## src/rtl/csr_access_unit.sv

```systemverilog
// Zicsr initiator: sequences CSRRW/S/C (+ immediate forms) into read/write cycles toward the CSR file.
// Optional local read-only address check is enabled by defining CSR_ACCESS_RO_CHECK_EN.
module csr_access_unit #(
  parameter int XLEN   = 32,
  parameter int ADDR_W = 12
) (
  input  logic              clock,
  input  logic              reset,
  input  logic              op_valid,
  output logic              op_ready,
  input  logic [2:0]        op_funct3,
  input  logic [ADDR_W-1:0] op_csr_addr,
  input  logic [XLEN-1:0]   op_rs1_value,
  input  logic [4:0]        op_zimm,
  input  logic              op_rs1_is_x0,
  input  logic              op_rd_is_x0,
  output logic [ADDR_W-1:0] csr_num,
  output logic              read_csr,
  input  logic [XLEN-1:0]   read_value,
  output logic              write_csr,
  output logic [2:0]        write_function,
  output logic [XLEN-1:0]   write_value,
  input  logic              illegal_instr_exception,
  output logic              busy,
  output logic              done,
  output logic              rd_write,
  output logic [XLEN-1:0]   rd_value,
  output logic              exception
);

  typedef enum logic [1:0] {
    IDLE  = 2'd0,
    READ  = 2'd1,
    WRITE = 2'd2,
    DONE  = 2'd3
  } state_t;

  state_t             state_r, state_s;
  logic [2:0]         funct3_r, funct3_s;
  logic [ADDR_W-1:0]  addr_r, addr_s;
  logic [XLEN-1:0]    src_r, src_s;
  logic [XLEN-1:0]    old_r, old_s;
  logic               rd_is_x0_r, rd_is_x0_s;
  logic               need_write_r, need_write_s;
  logic               exc_r, exc_s;

  logic               op_illegal_s;
  logic               op_need_read_s;
  logic               op_need_write_s;
  logic               op_ro_s;
  logic [XLEN-1:0]    op_src_s;

  logic               op_ready_s, busy_s, read_csr_s, write_csr_s;
  logic               done_s, rd_write_s, exception_s;
  logic [ADDR_W-1:0]  csr_num_s;
  logic [2:0]         write_function_s;
  logic [XLEN-1:0]    write_value_s, rd_value_s;

  // Read-modify-write: bitwise only, old is zero when no read was performed.
  function automatic logic [XLEN-1:0] rmw(input logic [2:0] f3,
                                          input logic [XLEN-1:0] old_v,
                                          input logic [XLEN-1:0] src_v);
    logic [XLEN-1:0] res;
    case (f3[1:0])
      2'b01:   res = src_v;
      2'b10:   res = old_v | src_v;
      2'b11:   res = old_v & ~src_v;
      default: res = {XLEN{1'b0}};
    endcase
    return res;
  endfunction

  // Decode of the presented op, used only on accept.
  always_comb begin
    op_illegal_s    = (op_funct3[1:0] == 2'b00);
    op_need_read_s  = (op_funct3[1:0] == 2'b10) || (op_funct3[1:0] == 2'b11) || !op_rd_is_x0;
    op_need_write_s = (op_funct3[1:0] == 2'b01) || !op_rs1_is_x0;
    if (op_funct3[2]) begin
      op_src_s = {{(XLEN-5){1'b0}}, op_zimm};
    end else begin
      op_src_s = op_rs1_value;
    end
`ifdef CSR_ACCESS_RO_CHECK_EN
    op_ro_s = op_need_write_s && (op_csr_addr[11:10] == 2'b11);
`else
    op_ro_s = 1'b0;
`endif
  end

  // Next-state and next-latch computation.
  always_comb begin
    state_s      = state_r;
    funct3_s     = funct3_r;
    addr_s       = addr_r;
    src_s        = src_r;
    old_s        = old_r;
    rd_is_x0_s   = rd_is_x0_r;
    need_write_s = need_write_r;
    exc_s        = exc_r;
    case (state_r)
      IDLE: begin
        if (op_valid) begin
          funct3_s     = op_funct3;
          addr_s       = op_csr_addr;
          src_s        = op_src_s;
          old_s        = {XLEN{1'b0}};
          rd_is_x0_s   = op_rd_is_x0;
          need_write_s = op_need_write_s && !op_ro_s;
          exc_s        = op_illegal_s || op_ro_s;
          if (op_illegal_s) begin
            state_s = DONE;
          end else if (op_need_read_s) begin
            state_s = READ;
          end else if (op_ro_s) begin
            state_s = DONE;
          end else begin
            state_s = WRITE;
          end
        end else begin
          state_s = IDLE;
        end
      end
      READ: begin
        old_s = read_value;
        exc_s = exc_r || illegal_instr_exception;
        if (exc_s) begin
          state_s = DONE;
        end else if (need_write_r) begin
          state_s = WRITE;
        end else begin
          state_s = DONE;
        end
      end
      WRITE: begin
        exc_s   = exc_r || illegal_instr_exception;
        state_s = DONE;
      end
      DONE: begin
        state_s = IDLE;
      end
      default: begin
        state_s = IDLE;
      end
    endcase
  end

  // Output values for the next cycle, decoded from next state so outputs come straight from flops.
  always_comb begin
    op_ready_s       = (state_s == IDLE);
    busy_s           = (state_s != IDLE);
    read_csr_s       = (state_s == READ);
    write_csr_s      = (state_s == WRITE);
    done_s           = (state_s == DONE);
    csr_num_s        = {ADDR_W{1'b0}};
    write_function_s = 3'b000;
    write_value_s    = {XLEN{1'b0}};
    rd_write_s       = 1'b0;
    rd_value_s       = {XLEN{1'b0}};
    exception_s      = 1'b0;
    if (read_csr_s || write_csr_s) begin
      csr_num_s = addr_s;
    end else begin
      csr_num_s = {ADDR_W{1'b0}};
    end
    if (write_csr_s) begin
      write_function_s = funct3_s;
      write_value_s    = rmw(funct3_s, old_s, src_s);
    end else begin
      write_function_s = 3'b000;
      write_value_s    = {XLEN{1'b0}};
    end
    if (done_s) begin
      exception_s = exc_s;
      rd_write_s  = !exc_s && !rd_is_x0_s;
      rd_value_s  = old_s;
    end else begin
      exception_s = 1'b0;
      rd_write_s  = 1'b0;
      rd_value_s  = {XLEN{1'b0}};
    end
  end

  // State, op latches and registered outputs; reset abandons any op in flight.
  always_ff @(posedge clock) begin
    if (reset) begin
      state_r        <= IDLE;
      funct3_r       <= 3'b000;
      addr_r         <= {ADDR_W{1'b0}};
      src_r          <= {XLEN{1'b0}};
      old_r          <= {XLEN{1'b0}};
      rd_is_x0_r     <= 1'b0;
      need_write_r   <= 1'b0;
      exc_r          <= 1'b0;
      op_ready       <= 1'b1;
      busy           <= 1'b0;
      read_csr       <= 1'b0;
      write_csr      <= 1'b0;
      done           <= 1'b0;
      csr_num        <= {ADDR_W{1'b0}};
      write_function <= 3'b000;
      write_value    <= {XLEN{1'b0}};
      rd_write       <= 1'b0;
      rd_value       <= {XLEN{1'b0}};
      exception      <= 1'b0;
    end else begin
      state_r        <= state_s;
      funct3_r       <= funct3_s;
      addr_r         <= addr_s;
      src_r          <= src_s;
      old_r          <= old_s;
      rd_is_x0_r     <= rd_is_x0_s;
      need_write_r   <= need_write_s;
      exc_r          <= exc_s;
      op_ready       <= op_ready_s;
      busy           <= busy_s;
      read_csr       <= read_csr_s;
      write_csr      <= write_csr_s;
      done           <= done_s;
      csr_num        <= csr_num_s;
      write_function <= write_function_s;
      write_value    <= write_value_s;
      rd_write       <= rd_write_s;
      rd_value       <= rd_value_s;
      exception      <= exception_s;
    end
  end

endmodule

```

## config.mk

```make
export PLATFORM = sky130hd
export DESIGN_NAME = csr_access_unit
export DESIGN_NICKNAME = d
export VERILOG_FILES = /design/src/rtl/csr_access_unit.sv
export SDC_FILE = /design/constraint.sdc
export NUM_CORES = 1
export LEC_CHECK = 0
export BUFFER_PORTS_ARGS = -buffer_cell sky130_fd_sc_hd__buf_2
export CORE_MARGIN = 3
export CORE_UTILIZATION = 29
export CTS_CLUSTER_SIZE = 28
export DETAILED_ROUTE_END_ITERATION = 16
export GPL_TIMING_DRIVEN = 0
export HOLD_SLACK_MARGIN = 0.03
export PLACE_DENSITY = 0.61
export SYNTH_ARGS = -nofsm -noshare
export SYNTH_HDL_FRONTEND = slang
export SYNTH_SLANG_ARGS = --single-unit
```

## constraint.sdc

```tcl
create_clock -name clock -period 3 [get_ports clock]
set_input_delay 0.6 -clock clock [delete_from_list [all_inputs] [get_ports clock]]
set_output_delay 0.6 -clock clock [all_outputs]
set_load 0.01 [all_outputs]
```

==> out/qor.json <==
{
  "worst_setup_path_start_kind": {"value": "flip-flop"},
  "grt_pass1_wl": {"value": 28800, "unit": "um"},
  "num_rows": {"value": 52},
  "timing.final.hold_violations": {"value": 0},
  "final.setup_skew": {"value": 0.0105, "unit": "ns"},
  "cts.htree.levels": {"value": 4},
  "groute.usage.overall": {"value": 15.7, "unit": "%"},
  "synthesis.instances": {"value": 659},
  "critical_path_class": {"value": "flip-flop to flip-flop"},
  "seqCellArea": {"value": 3400, "unit": "um^2"},
  "multi_input_comb_area": {"value": 2580, "unit": "um^2"},
  "max_freq": {"value": 373, "unit": "MHz"},
  "die_height": {"value": 152, "unit": "um"},
  "cts_hold_buf": {"value": 0},
  "synthMostInstantiatedCell": {"value": "sky130_fd_sc_hd__dfxtp_1"},
  "reg2reg_slack": {"value": 0.32, "unit": "ns"},
  "total_leakage_power": {"value": 3.54, "unit": "nW"},
  "grt_start_max_net_pins": {"value": 17},
  "final_period_util": {"value": 89.3, "unit": "%"},
  "syn_area": {"value": 6200, "unit": "um^2"},
  "ys_top_cells_by_area": {"value": "sky130_fd_sc_hd__dfxtp_1, sky130_fd_sc_hd__nor2_1, sky130_fd_sc_hd__a21oi_1"},
  "areaGrowthSynthToFinish": {"value": 29.1, "unit": "%"},
  "synth.net_count": {"value": 758},
  "grt.overflow.total": {"value": 0},
  "syn_area_per_cell": {"value": 9.42, "unit": "um^2"},
  "run_status": {"value": "complete, no violations"},
  "design_power_total": {"value": 5.54, "unit": "mW"},
  "maxSlewHeadroom": {"value": 58.3, "unit": "%"},
  "cts.repair_timing.setup_buffer_count": {"value": 0},
  "cts-buffers-inserted": {"value": 17},
  "reg2reg_to": {"value": "csr_num[1]"},
  "worstSkewPairLatency": {"value": 0.42, "unit": "ns"},
  "timing.hold.worst.class": {"value": "input pin to flip-flop"},
  "ys_ff_latch": {"value": 170},
  "cts.clk_slew.worst_paths": {"value": 0.07, "unit": "ns"},
  "synth-warning-count": {"value": 0},
  "hold_path_depth": {"value": 2},
  "required": {"value": 3.35, "unit": "ns"},
  "io-pin-count": {"value": 176},
  "synth_common_cells": {"value": "sky130_fd_sc_hd__dfxtp_1, sky130_fd_sc_hd__nor2_1, sky130_fd_sc_hd__a21oi_1"},
  "number_of_placed_instances_with_taps_included": {"value": 1103},
  "drc": {"value": 0},
  "start_util": {"value": 30.1, "unit": "%"},
  "drt-vias-per-instance": {"value": 4.51},
  "final_nets": {"value": 951},
  "synth.largest_area_cell": {"value": "sky130_fd_sc_hd__dfxtp_1"},
  "vdd.ir_drop.worst": {"value": 0.387, "unit": "mV"},
  "drive_above_1_share": {"value": 25.8, "unit": "%"},
  "crit_path_max_fanout": {"value": 10},
  "launch_instance_of_the_worst_register_to_register_path": {"value": "state_r[1]"},
  "placedInstanceArea": {"value": 7410, "unit": "um^2"},
  "detail_route.iter0.violations": {"value": 206},
  "x_dimension_of_the_die": {"value": 152, "unit": "um"},
  "maximum_capacitance_violations": {"value": 0},
  "route.antenna.remaining_nets": {"value": 0},
  "drt_wl_total": {"value": 18200, "unit": "um"},
  "clock_sinks": {"value": 170},
  "final_cell_area": {"value": 8010, "unit": "um^2"},
  "n_fill_cell": {"value": 2095},
  "ffs_w_async_s_r_synth": {"value": 0, "unit": "%"},
  "min_to": {"value": "need_write_r"},
  "dp_hpwl": {"value": 13300, "unit": "um"},
  "tritoncts": {"value": "yes"},
  "ys_seq_area_share": {"value": 54.8, "unit": "%"},
  "final-setup-viol-count": {"value": 0},
  "synthFlopType": {"value": "sky130_fd_sc_hd__dfxtp_1"},
  "dieArea": {"value": 23200, "unit": "um^2"},
  "drt-pass1-iter-count": {"value": 4},
  "finish.cell_count_without_fillers": {"value": 1137},
  "initial_antenna_violation_count": {"value": 4},
  "tightestPinTransition": {"value": 0.625, "unit": "ns"},
  "finalWeightedCongestion": {"value": 0.789},
  "worst_hold_startpoint": {"value": "op_rs1_is_x0"},
  "detailroute.via_count": {"value": 5131},
  "synth_edf_count": {"value": 0},
  "grt_setup_unrepaired": {"value": "no"},
  "count_of_input_and_output_buffers": {"value": 174},
  "clock-root-buffer": {"value": "sky130_fd_sc_hd__clkbuf_16"},
  "cts.path.max_buffers": {"value": 2},
  "core_area": {"value": 20600, "unit": "um^2"},
  "post_synth_num_cell_types": {"value": 33},
  "routed_wire_length_per_instance": {"value": 16.0, "unit": "um"},
  "post-synth-top-area-fraction": {"value": 54.8, "unit": "%"},
  "powerDensity": {"value": 692, "unit": "nW/um^2"},
  "critPathArrivalTime": {"value": 3.02, "unit": "ns"},
  "slew_violations": {"value": 0},
  "vias_in_the_first_global_route": {"value": 5180},
  "setup.worst_path.end_class": {"value": "flip-flop"},
  "post-route-min-period": {"value": 2.68, "unit": "ns"},
  "rr_worst_depth": {"value": 10}
}
-- flip-flops by register name, indices dropped and copies added, names as in the netlist --
name	cells
old_r	32
rd_value	32
src_r	32
write_value	32
addr_r	12
csr_num	12
funct3_r	3
write_function	3
state_r	2
busy	1
done	1
exc_r	1
exception	1
need_write_r	1
op_ready	1
rd_is_x0_r	1
rd_write	1
read_csr	1
write_csr	1
-- placed cells by master (no fill, tap or decap), types with 10 or more instances in the layout --
cell type	count
sky130_fd_sc_hd__and2_1	27
sky130_fd_sc_hd__dfxtp_1	170
sky130_fd_sc_hd__clkbuf_16	17
sky130_fd_sc_hd__a21oi_1	66
sky130_fd_sc_hd__buf_2	184
sky130_fd_sc_hd__clkbuf_1	35
sky130_fd_sc_hd__and4b_1	27
sky130_fd_sc_hd__o211ai_1	26
sky130_fd_sc_hd__a21boi_1	21
sky130_fd_sc_hd__nand2b_1	31
sky130_fd_sc_hd__nor2_1	152
sky130_fd_sc_hd__mux2i_1	21
sky130_fd_sc_hd__inv_1	10
-- what timing repair did --
item | in CTS | in global routing
setup endpoints to repair | 30 | 46
hold endpoints to repair | 0 | 0
gates resized for setup | 4 | 9
-- through the flow --
stage          worst slack, ns  hold slack (ns)  util, %  setup TNS (ns)
6_report                 0.322            0.378     38.8               0
5_1_grt                 0.0932            0.374     38.8               0
4_1_cts                  0.128            0.353     38.8               0
3_5_place_dp            -0.642            0.475     35.9          -18.45
3_3_place_gp            -0.581            0.468     35.9          -15.17
2_1_floorplan            0.482            0.452        -               0
-- power by group --
group / switching [mW] / internal (mW)
clock: 0.922 / 1.24
sequential: 0.0382 / 2.40
combinational: 0.621 / 0.324
total: 1.58 / 3.96
-- cell type report --
cell class                      instances  share of cell area, %
Antenna cell                            2                 0.0625
Buffer                                 48                   2.53
Clock buffer                           20                   5.45
Clock inverter                         12                   1.73
Inverter                               10                  0.469
Multi-Input combinational cell        431                   32.2
Sequential cell                       170                   42.5
Tap cell                              270                   4.22
Timing Repair Buffer                  174                   10.9
-- routing by layer --
layer / GRT usage (%) / wire [um]
met5: 0 / 23
met1: 21.0 / 8410
met4: 3.94 / 126
met2: 24.7 / 8230
met3: 5.25 / 1410
-- cells by family (layout without fill, tap and decap cells) --
logic type	after synthesis	after routing	share of synthesized area [%]
mux	22	22	3.63
simple gates	261	261	21.8
fa+ha+maj	9	9	1.81
buf+inv	58	264	3.69
compound gates	137	137	13.9
flops	170	170	54.8
other cells	0	2	0
xor+xnor	2	2	0.282
-- worst max path at each step --
stage	startpoint	to	slack [ns]
finish	state_r[1]	csr_num[1]	0.32
detailed placement	op_valid	write_value[18]	-0.64
global route	state_r[1]	csr_num[1]	0.09
global placement	op_valid	write_value[18]	-0.58
CTS	state_r[1]	csr_num[1]	0.13
floorplan	op_valid	write_function[2]	0.48
-- worst max-delay path, stage by stage, from the launching register on --
cell                       delay [ns]
sky130_fd_sc_hd__dfxtp_1         0.33
sky130_fd_sc_hd__inv_1           0.10
sky130_fd_sc_hd__ha_1            0.32
sky130_fd_sc_hd__clkbuf_2        0.31
sky130_fd_sc_hd__o31ai_1         0.13
sky130_fd_sc_hd__a22oi_2         0.24
sky130_fd_sc_hd__inv_1           0.11
sky130_fd_sc_hd__ha_1            0.29
sky130_fd_sc_hd__or2_2           0.34
sky130_fd_sc_hd__clkbuf_1        0.26
sky130_fd_sc_hd__nor2_1          0.18
(Power assumes the default switching activity.)
